File: src/rtl/hcsr04_ranger_if.sv
// Sensor-pin and controller-side signals of the HC-SR04 ranger.
// master: the ranger itself; slave: the controller/pin side that drives enable and echo.
interface hcsr04_ranger_if #(
    parameter int unsigned DIST_W = 16
);
    logic              enable_i;
    logic              echo_i;
    logic              trigger_o;
    logic [DIST_W-1:0] dist_mm_o;
    logic              valid_o;
    logic              timeout_o;
    logic              busy_o;

    modport master (
        input  enable_i,
        input  echo_i,
        output trigger_o,
        output dist_mm_o,
        output valid_o,
        output timeout_o,
        output busy_o
    );

    modport slave (
        output enable_i,
        output echo_i,
        input  trigger_o,
        input  dist_mm_o,
        input  valid_o,
        input  timeout_o,
        input  busy_o
    );
endinterface

File: src/rtl/hcsr04_ranger.sv
// HC-SR04 driver: periodic trigger pulse, echo width measured in mm via a
// cycles-per-mm sub-counter, reported with a one-cycle valid or timeout strobe.
module hcsr04_ranger #(
    parameter int unsigned TRIG_CYCLES    = 500,
    parameter int unsigned PERIOD_CYCLES  = 3000000,
    parameter int unsigned TIMEOUT_CYCLES = 1500000,
    parameter int unsigned CYCLES_PER_MM  = 291,
    parameter int unsigned MAX_MM         = 4000,
    parameter int unsigned DIST_W         = 16
) (
    input logic             clk,
    input logic             rst_n,
    hcsr04_ranger_if.master bus
);
    localparam int unsigned PerW = (PERIOD_CYCLES > 1) ? $clog2(PERIOD_CYCLES) : 1;
    localparam int unsigned TmoW = (TIMEOUT_CYCLES > 1) ? $clog2(TIMEOUT_CYCLES) : 1;
    localparam int unsigned SubW = (CYCLES_PER_MM > 1) ? $clog2(CYCLES_PER_MM) : 1;
    localparam int unsigned MmW  = $clog2(MAX_MM + 1);

    localparam logic [PerW-1:0] PerLast  = PerW'(PERIOD_CYCLES - 1);
    localparam logic [PerW-1:0] TrigLast = PerW'(TRIG_CYCLES - 1);
    localparam logic [TmoW-1:0] TmoLast  = TmoW'(TIMEOUT_CYCLES - 1);
    localparam logic [SubW-1:0] SubLast  = SubW'(CYCLES_PER_MM - 1);
    localparam logic [MmW-1:0]  MmMax    = MmW'(MAX_MM);

    typedef enum logic [2:0] {
        StIdle,
        StTrig,
        StWaitRise,
        StMeasure,
        StHoldoff
    } state_e;

    state_e            state_q, state_d;
    logic [PerW-1:0]   period_q, period_d;
    logic [TmoW-1:0]   timer_q, timer_d;
    logic [SubW-1:0]   sub_q, sub_d, sub_next;
    logic [MmW-1:0]    mm_q, mm_d, mm_next;
    logic [DIST_W-1:0] dist_q, dist_d;
    logic              valid_q, valid_d;
    logic              timeout_q, timeout_d;
    logic              echo_meta_q, echo_sync_q, echo_prev_q;
    logic              echo_rise, echo_fall;

    // Two-flop synchronizer plus a registered copy for edge detection.
    always_ff @(posedge clk or negedge rst_n) begin
        if (!rst_n) begin
            echo_meta_q <= 1'b0;
            echo_sync_q <= 1'b0;
            echo_prev_q <= 1'b0;
        end else begin
            echo_meta_q <= bus.echo_i;
            echo_sync_q <= echo_meta_q;
            echo_prev_q <= echo_sync_q;
        end
    end

    assign echo_rise = echo_sync_q & ~echo_prev_q;
    assign echo_fall = ~echo_sync_q & echo_prev_q;
    assign sub_next  = (sub_q == SubLast) ? '0 : sub_q + 1'b1;
    assign mm_next   = (sub_q == SubLast) ? mm_q + 1'b1 : mm_q;

    always_comb begin
        state_d   = state_q;
        timer_d   = timer_q;
        sub_d     = sub_q;
        mm_d      = mm_q;
        dist_d    = dist_q;
        valid_d   = 1'b0;
        timeout_d = 1'b0;
        // Period counter saturates so a long measurement just shortens HOLDOFF.
        period_d  = (period_q == PerLast) ? period_q : period_q + 1'b1;

        unique case (state_q)
            StIdle: begin
                period_d = '0;
                timer_d  = '0;
                sub_d    = '0;
                mm_d     = '0;
                if (bus.enable_i) state_d = StTrig;
            end
            StTrig: begin
                timer_d = '0;
                sub_d   = '0;
                mm_d    = '0;
                if (period_q == TrigLast) state_d = StWaitRise;
            end
            StWaitRise: begin
                timer_d = timer_q + 1'b1;
                // The rise cycle already has echo high, so it is counted too.
                if (echo_rise) begin
                    sub_d   = sub_next;
                    mm_d    = mm_next;
                    state_d = StMeasure;
                end else if (timer_q == TmoLast) begin
                    timeout_d = 1'b1;
                    state_d   = StHoldoff;
                end
            end
            StMeasure: begin
                if (echo_fall) begin
                    dist_d  = DIST_W'(mm_q);
                    valid_d = 1'b1;
                    state_d = StHoldoff;
                end else if (echo_sync_q) begin
                    sub_d = sub_next;
                    mm_d  = mm_next;
                    if (mm_next == MmMax) begin
                        timeout_d = 1'b1;
                        state_d   = StHoldoff;
                    end
                end
            end
            StHoldoff: begin
                if (period_q == PerLast) begin
                    period_d = '0;
                    state_d  = bus.enable_i ? StTrig : StIdle;
                end
            end
            default: state_d = StIdle;
        endcase
    end

    always_ff @(posedge clk or negedge rst_n) begin
        if (!rst_n) begin
            state_q   <= StIdle;
            period_q  <= '0;
            timer_q   <= '0;
            sub_q     <= '0;
            mm_q      <= '0;
            dist_q    <= '0;
            valid_q   <= 1'b0;
            timeout_q <= 1'b0;
        end else begin
            state_q   <= state_d;
            period_q  <= period_d;
            timer_q   <= timer_d;
            sub_q     <= sub_d;
            mm_q      <= mm_d;
            dist_q    <= dist_d;
            valid_q   <= valid_d;
            timeout_q <= timeout_d;
        end
    end

    // Decoded from the state register so reset drops the trigger asynchronously.
    assign bus.trigger_o = (state_q == StTrig);
    assign bus.busy_o    = (state_q != StIdle);
    assign bus.dist_mm_o = dist_q;
    assign bus.valid_o   = valid_q;
    assign bus.timeout_o = timeout_q;
endmodule
File: src/flat_wrapper.sv
// flat-port wrapper written by rule: the top's interface ports become plain ports
module hcsr04_ranger_flat 
#(
    parameter int unsigned TRIG_CYCLES    = 500,
    parameter int unsigned PERIOD_CYCLES  = 3000000,
    parameter int unsigned TIMEOUT_CYCLES = 1500000,
    parameter int unsigned CYCLES_PER_MM  = 291,
    parameter int unsigned MAX_MM         = 4000,
    parameter int unsigned DIST_W         = 16
)
  (clk, rst_n, bus_enable_i, bus_echo_i, bus_trigger_o, bus_dist_mm_o, bus_valid_o, bus_timeout_o, bus_busy_o);
  hcsr04_ranger_if #(.DIST_W(DIST_W)) bus_i ();
  input logic clk;
  input logic rst_n;
  input wire logic [$bits(bus_i.enable_i)-1:0] bus_enable_i;
  input wire logic [$bits(bus_i.echo_i)-1:0] bus_echo_i;
  output wire logic [$bits(bus_i.trigger_o)-1:0] bus_trigger_o;
  output wire logic [$bits(bus_i.dist_mm_o)-1:0] bus_dist_mm_o;
  output wire logic [$bits(bus_i.valid_o)-1:0] bus_valid_o;
  output wire logic [$bits(bus_i.timeout_o)-1:0] bus_timeout_o;
  output wire logic [$bits(bus_i.busy_o)-1:0] bus_busy_o;
  assign bus_i.enable_i = bus_enable_i;
  assign bus_i.echo_i = bus_echo_i;
  assign bus_trigger_o = bus_i.trigger_o;
  assign bus_dist_mm_o = bus_i.dist_mm_o;
  assign bus_valid_o = bus_i.valid_o;
  assign bus_timeout_o = bus_i.timeout_o;
  assign bus_busy_o = bus_i.busy_o;
  hcsr04_ranger #(.TRIG_CYCLES(TRIG_CYCLES), .PERIOD_CYCLES(PERIOD_CYCLES), .TIMEOUT_CYCLES(TIMEOUT_CYCLES), .CYCLES_PER_MM(CYCLES_PER_MM), .MAX_MM(MAX_MM), .DIST_W(DIST_W)) u_core (.clk(clk), .rst_n(rst_n), .bus(bus_i));
endmodule
File: config.mk
export PLATFORM = sky130hd
export DESIGN_NAME = hcsr04_ranger_flat
export DESIGN_NICKNAME = d
export VERILOG_FILES = /design/src/rtl/hcsr04_ranger_if.sv /design/src/rtl/hcsr04_ranger.sv /design/src/flat_wrapper.sv
export SDC_FILE = /design/constraint.sdc
export NUM_CORES = 1
export LEC_CHECK = 0
export ABC_AREA = 1
export BUFFER_PORTS_ARGS = -buffer_cell sky130_fd_sc_hd__buf_4
export CAP_MARGIN = 20
export CORE_UTILIZATION = 40
export DETAILED_ROUTE_END_ITERATION = 6
export PLACE_DENSITY = 0.6
export SLEW_MARGIN = 15
export SYNTH_ARGS = -nofsm -noshare
export SYNTH_HDL_FRONTEND = slang
export SYNTH_SLANG_ARGS = --single-unit
export TNS_END_PERCENT = 30
File: constraint.sdc
create_clock -name clk -period 4.3 [get_ports clk]
set_input_delay 0 -clock clk [delete_from_list [all_inputs] [get_ports clk]]
set_output_delay 0 -clock clk [all_outputs]
set_load 0.05 [all_outputs]
## Word-level counts from Yosys, hierarchy flattened

Cells that the tools add are included.
W data, S select, Z words.

| cells by class | value |
|---|---|
| multiply operators | 0 |
| order comparisons | 0 |
| add/subtract/negate cells | 4 |
| shift-type cells | 0 |
| reduce and logical (&&, ||, !) cells | 8 |
| eq/ne operators | 18 |
| multiplexer cells | 32 |
| divide/modulo/power cells | 0 |
| bitwise logic cells | 4 |

Operators by type and width:

| cell | count |
|---|---|
| $mux W12 | 4 |
| $mux W22 | 2 |
| $pmux W22 S2 | 1 |
| $pmux W21 S2 | 1 |
| $mux W9 | 4 |
| $pmux W12 S3 | 1 |
| $pmux W9 S3 | 1 |
| $mux W3 | 8 |
| $add A22 B1 Y22 const B | 1 |
| $eq A22 B22 Y1 const B | 1 |
| $eq A22 B9 Y1 const B | 1 |
| $add A21 B1 Y21 const B | 1 |
| $eq A21 B21 Y1 const B | 1 |
| $pmux W3 S5 | 1 |
| $add A12 B1 Y12 const B | 1 |
| $eq A12 B12 Y1 const B | 1 |
| $add A9 B1 Y9 const B | 1 |
| $eq A9 B9 Y1 const B | 1 |
| $ne A3 B1 Y1 const B | 3 |
| $mux W1 | 8 |
| $ne A2 B1 Y1 const B | 4 |
| $eq A3 B2 Y1 const B | 2 |
| $reduce_and A6 Y1 | 1 |
| $reduce_bool A3 Y1 | 2 |
| 11 further kinds | 14 |

| storage, ports and cells | value |
|---|---|
| ROM bits | 0 |
| memories | 0 |
| register bits after elaboration | 84 |
| input port bits | 4 |
| output and inout port bits | 20 |
| bits in latches | 0 |
| logic and storage cells | 77 |
| RAM bits | 0 |

## Depth between registers and ports, before layout

| logic depth | value |
|---|---|
| word-level depth | 7 |
| gate-level depth with buffers | 17 |
| mapped depth without buffers | 17 |

## Worst setup path before layout

No wires, ideal clock.

| timing | value |
|---|---|
| kind | register to register |
| start point | reg u_core.state_q[1] |
| end point | reg u_core.state_q[2] |
| library setup time | 0.118 ns |
| clock period less this slack | 1.924 ns |
| data arrival time | 1.806 ns |
| cell stages (with the launch flop) | 9 |
| setup slack | 2.376 ns |
| required time | 4.182 ns |
| cells stage by stage | dfrtp_1 nor2_2 inv_1 nor2_1 nand2_1 nand2_1 nor2_1 nand3b_1 nand2_1 |

| on the way | value |
|---|---|
| cells in the longest elaborated chain, start to end | 3 |

Ends and longest elaborated chain:

| what | line | RTL |
|---|---|---|
| start: declaration | hcsr04_ranger.sv:34 | `state_e state_q, state_d;` |
| start signal: assignment | hcsr04_ranger.sv:126 | `state_q <= StIdle;` |
| start signal: assignment | hcsr04_ranger.sv:135 | `state_q <= state_d;` |
| $eq A3 B1 Y1 * | n/a |  |
| via bus_trigger_o | flat_wrapper.sv:17 | `output wire logic [$bits(bus_i.trigger_o)-1:0] bus_trigger_o;` |
| $ne A2 B1 Y1 (no source line) | n/a |  |
| $reduce_and A6 Y1 (no source line) | n/a |  |

Mark *: on every way through the listed nets, which the timed path passes. The rest lies on a longest branch.
A chain may end at the register's enable or synchronous reset.

## Final worst setup path

| timing | value |
|---|---|
| start point | reg u_core.state_q[1] |
| end point | reg u_core.timer_q[19] |

| on the way | value |
|---|---|
| cells in the longest elaborated chain, start to end | 3 |

Ends and longest elaborated chain:

| what | line | RTL |
|---|---|---|
| $eq A3 B1 Y1 / $logic_not A3 Y1 (equally long branches) | hcsr04_ranger.sv:74 | `unique case (state_q)` |
| $reduce_or A2 Y1 (no source line) | n/a |  |
| $pmux W21 S2 / $reduce_bool A2 Y1 (equally long branches) | n/a |  |
| end signal: assignment | hcsr04_ranger.sv:137 | `timer_q <= timer_d;` |
| end: declaration | hcsr04_ranger.sv:36 | `logic [TmoW-1:0] timer_q, timer_d;` |

Parallel ways exist; a longest one is shown, timed or not.

==> flow_summary.yaml <==
status:
  outcome: "completed"
pwr:
  cellPowerDensity_mw_per_mm2: 303
  p_comb_frac: 0.018
  swShare: 0.211
  p_leak_nw: 2.33
  p_int_w: 0.00124
  power_frac_clock: 0.480
  power.switching_w: 0.000334
  seqPwrFrac: 0.502
  peakVddDrop_mv: 0.238
setup_path:
  critPathLaunch: "u_core.state_q[1]"
  cp_data_required_time_ns: 4.51
  rr_worst_depth: 8
  reg2reg_from: "u_core.state_q[1]"
  arrival_ns: 2.78
  crit_end: "u_core.timer_q[19]"
  start_kind: "flop"
  crit_type: "flop to flop"
  cp_max_fo: 15
  crit_path_end_kind: "flop"
  rrSetupSlack_ns: 1.73
  worstReg2RegEnd: "u_core.timer_q[19]"
finish:
  n_antenna_cell: 0
  syn_to_final_growth_pct: 11.8
  nets: 642
  drive_above_1_share: 0.116
  final_area_mm2: 0.00521
logic_synthesis:
  yosysMostFrequentCell: "nand2_1"
  synth_top_family_by_area: "simple AND/OR/NAND/NOR gates"
  synth_top_area_share: 0.451
  ys_warn_count: 0
  synthSimpleGateAreaFrac: 0.319
  synth_area_mm2: 0.00466
  synth_common_cells: "nand2_1 (144), dfrtp_1 (84), inv_1 (72)"
  synth_fa_ha_area_frac: 0.0161
  synth_edf_count: 0
  synth.area.top_cells: "dfrtp_1 (45%), nand2_1 (12%), inv_1 (5.8%), nor2_1 (4.4%), nand3_1 (4.2%)"
  ys.flop_type: "dfrtp_1"
  synth.area.mux_share: 0.00215
  synth_xor_area_frac: 0.0150
  ys_ff_latch: 84
  synth_cell_types: 43
  synth_top_cell_by_area: "dfrtp_1"
  synth_compound_area_frac: 0.110
  yosysSeqAreaShare: 0.451
  syn_inst: 612
  synthArstFlopShare: 1.00
  synth.avg_cell_area_um2: 7.62
floorplan:
  rows: 39
  io_pins: 24
  start_util: 0.410
  fp.dieH_um: 110
  fp.dieW_um: 110
  die_area_mm2: 0.0121
  core_area_mm2: 0.0114
timing:
  max_freq_mhz: 389
  relSlewSlack: 0.388
  period_share: 0.598
  fin_tns_setup_ns: 0
  setup_viol: 0
  post-route-min-period_ns: 2.57
  grt_setup_unrepaired: "false"
  drv_slew: 0
  tightestPinTransition_ns: 0.914
  final-hold-violation-count: 0
  finalClockSkew_ns: 0.00863
placement:
  port_buffers: 19
  place_area_mm2: 0.00490
  place_congestion: 0.886
  dp_hpwl_um: 7040
global_route:
  antenna_found_initial: 0
  grt_pass1_wl_um: 16900
  gr-total-overflow: 0
  grt_max_degree: 85
  grt.total_usage: 0.181
  first_global_vias: 3648
clocking:
  root_buffer: "clkbuf_16"
  cts.clk_slew.worst_paths_ns: 0.06
  post_cts_buffers: 0
  cts_buffers: 9
  worstSkewPairLatency_ns: 0.35
  htree_num_levels: 3
  cts_tree: "yes"
  clock_path_buffers: 2
  cts_num_sinks: 84
routing:
  post_drt_wl_per_cell_um: 12.6
  dr.pass1.iters: 5
  route.detailed.drc: 0
  drt_iter0_markers: 232
  wl_um: 9800
  ant_nets: 0
  vias: 4025
  viasPerCell: 5.16
run:
  drv_cap: 0
min_path:
  hp-class: "input port to flop"
flip-flops by register name (all words and copies together) (netlist names), 3 cells and up:
register	flops
u_core.mm_q	12
u_core.state_q	3
u_core.period_q	22
u_core.bus.dist_mm_o	12
u_core.sub_q	9
u_core.timer_q	21
cell type report:
type	instances	area [um^2]
Fill cell	1094	6160
Multi-Input combinational cell	434	2170
Sequential cell	84	2100
Inverter	82	308
Clock buffer	12	236
Tap cell	143	179
Timing Repair Buffer	21	166
Clock inverter	4	50.0
placed cells by master (no fill, tap or decap), types with 2 or more instances in the layout:
master	Yosys	final
nand2_1	144	144
xor2_1	7	7
a31oi_1	2	2
nor2_4	3	3
dlygate4sd3_1	0	2
clkbuf_1	1	3
inv_1	72	72
ha_1	6	6
nor4_1	10	10
nand3_2	3	3
clkinvlp_4	0	2
nor2_2	15	15
o22ai_1	9	9
nor3b_1	2	2
a21oi_1	25	25
clkbuf_16	0	9
a22oi_1	2	2
o21ai_1	24	24
dfrtp_1	84	84
nand3_1	39	39
inv_2	9	9
nand4_1	16	16
nand2_2	7	7
conb_1	1	4
o21ai_0	23	23
nor3_1	23	23
nor2_1	55	55
buf_4	5	18
how the worst min path moves through the flow:
| stage | start | end | cells after the start |
|---|---|---|---|
| after floorplan | rst_n | u_core.bus.dist_mm_o[0] | 0 |
| after global placement | bus_echo_i | u_core.echo_meta_q | 1 |
| after detailed placement | bus_echo_i | u_core.echo_meta_q | 1 |
| after CTS | bus_enable_i | u_core.state_q[0] | 5 |
| after global routing | bus_enable_i | u_core.state_q[0] | 5 |
| final | bus_enable_i | u_core.state_q[0] | 5 |
stage by stage:
stage / total power (W) / instances / setup WS, ns / utilization / hold WS, ns
floorplan: 0.000819 / 615 / 2.38 / - / -0.296
global placement: 0.000835 / 762 / 1.85 / 0.431 / 0.114
detailed placement: 0.000835 / 762 / 1.75 / 0.431 / 0.118
CTS: 0.00160 / 780 / 1.71 / 0.458 / 0.0438
global route: 0.00164 / 780 / 1.48 / 0.458 / 0.0814
finish: 0.00158 / 780 / 1.73 / 0.458 / 0.0519
layer usage:
metal | routed length, um | up-vias | track usage
met3 | 382 | 12 | 0.0373
met5 | 0 | - | 0
met4 | 146 | 0 | 0.0686
met2 | 4440 | 75 | 0.281
met1 | 4830 | 1879 | 0.246
li1 | - | 2059 | -
worst max-delay path, cell delays in order, from the launching register on:
cell,delay (ns)
dfrtp_1,0.65
nand2_1,0.22
nor2_2,0.48
nor2_1,0.36
nor4_1,0.26
nand2_1,0.13
nor2_1,0.13
nand2_1,0.06
nor3b_1,0.13
power groups by stage:
stage	sequential (W)	clock [W]	combinational [W]
floorplan	0.000807	0	0.0000117
global placement	0.000807	0	0.0000273
detailed placement	0.000807	0	0.0000274
CTS	0.000793	0.000778	0.0000290
global route	0.000793	0.000814	0.0000328
finish	0.000793	0.000758	0.0000278
timing repair:
item | CTS | global route
hold buffers | 2 | 0
gates resized for setup | 0 | 0
hold endpoints to repair | 85 | 0
logic make-up (layout without fill, tap and decap cells):
family / after synthesis / count (layout)
xor gates and xnor gates: 8 / 8
buffers and inverters: 97 / 119
AOI/OAI and AO/OA: 93 / 93
other: 1 / 4
muxes: 1 / 1
adders and majority gates: 6 / 6
and+or+nand+nor: 322 / 322
DFF: 84 / 84
No activity file was read; power rests on OpenSTA's default activity.
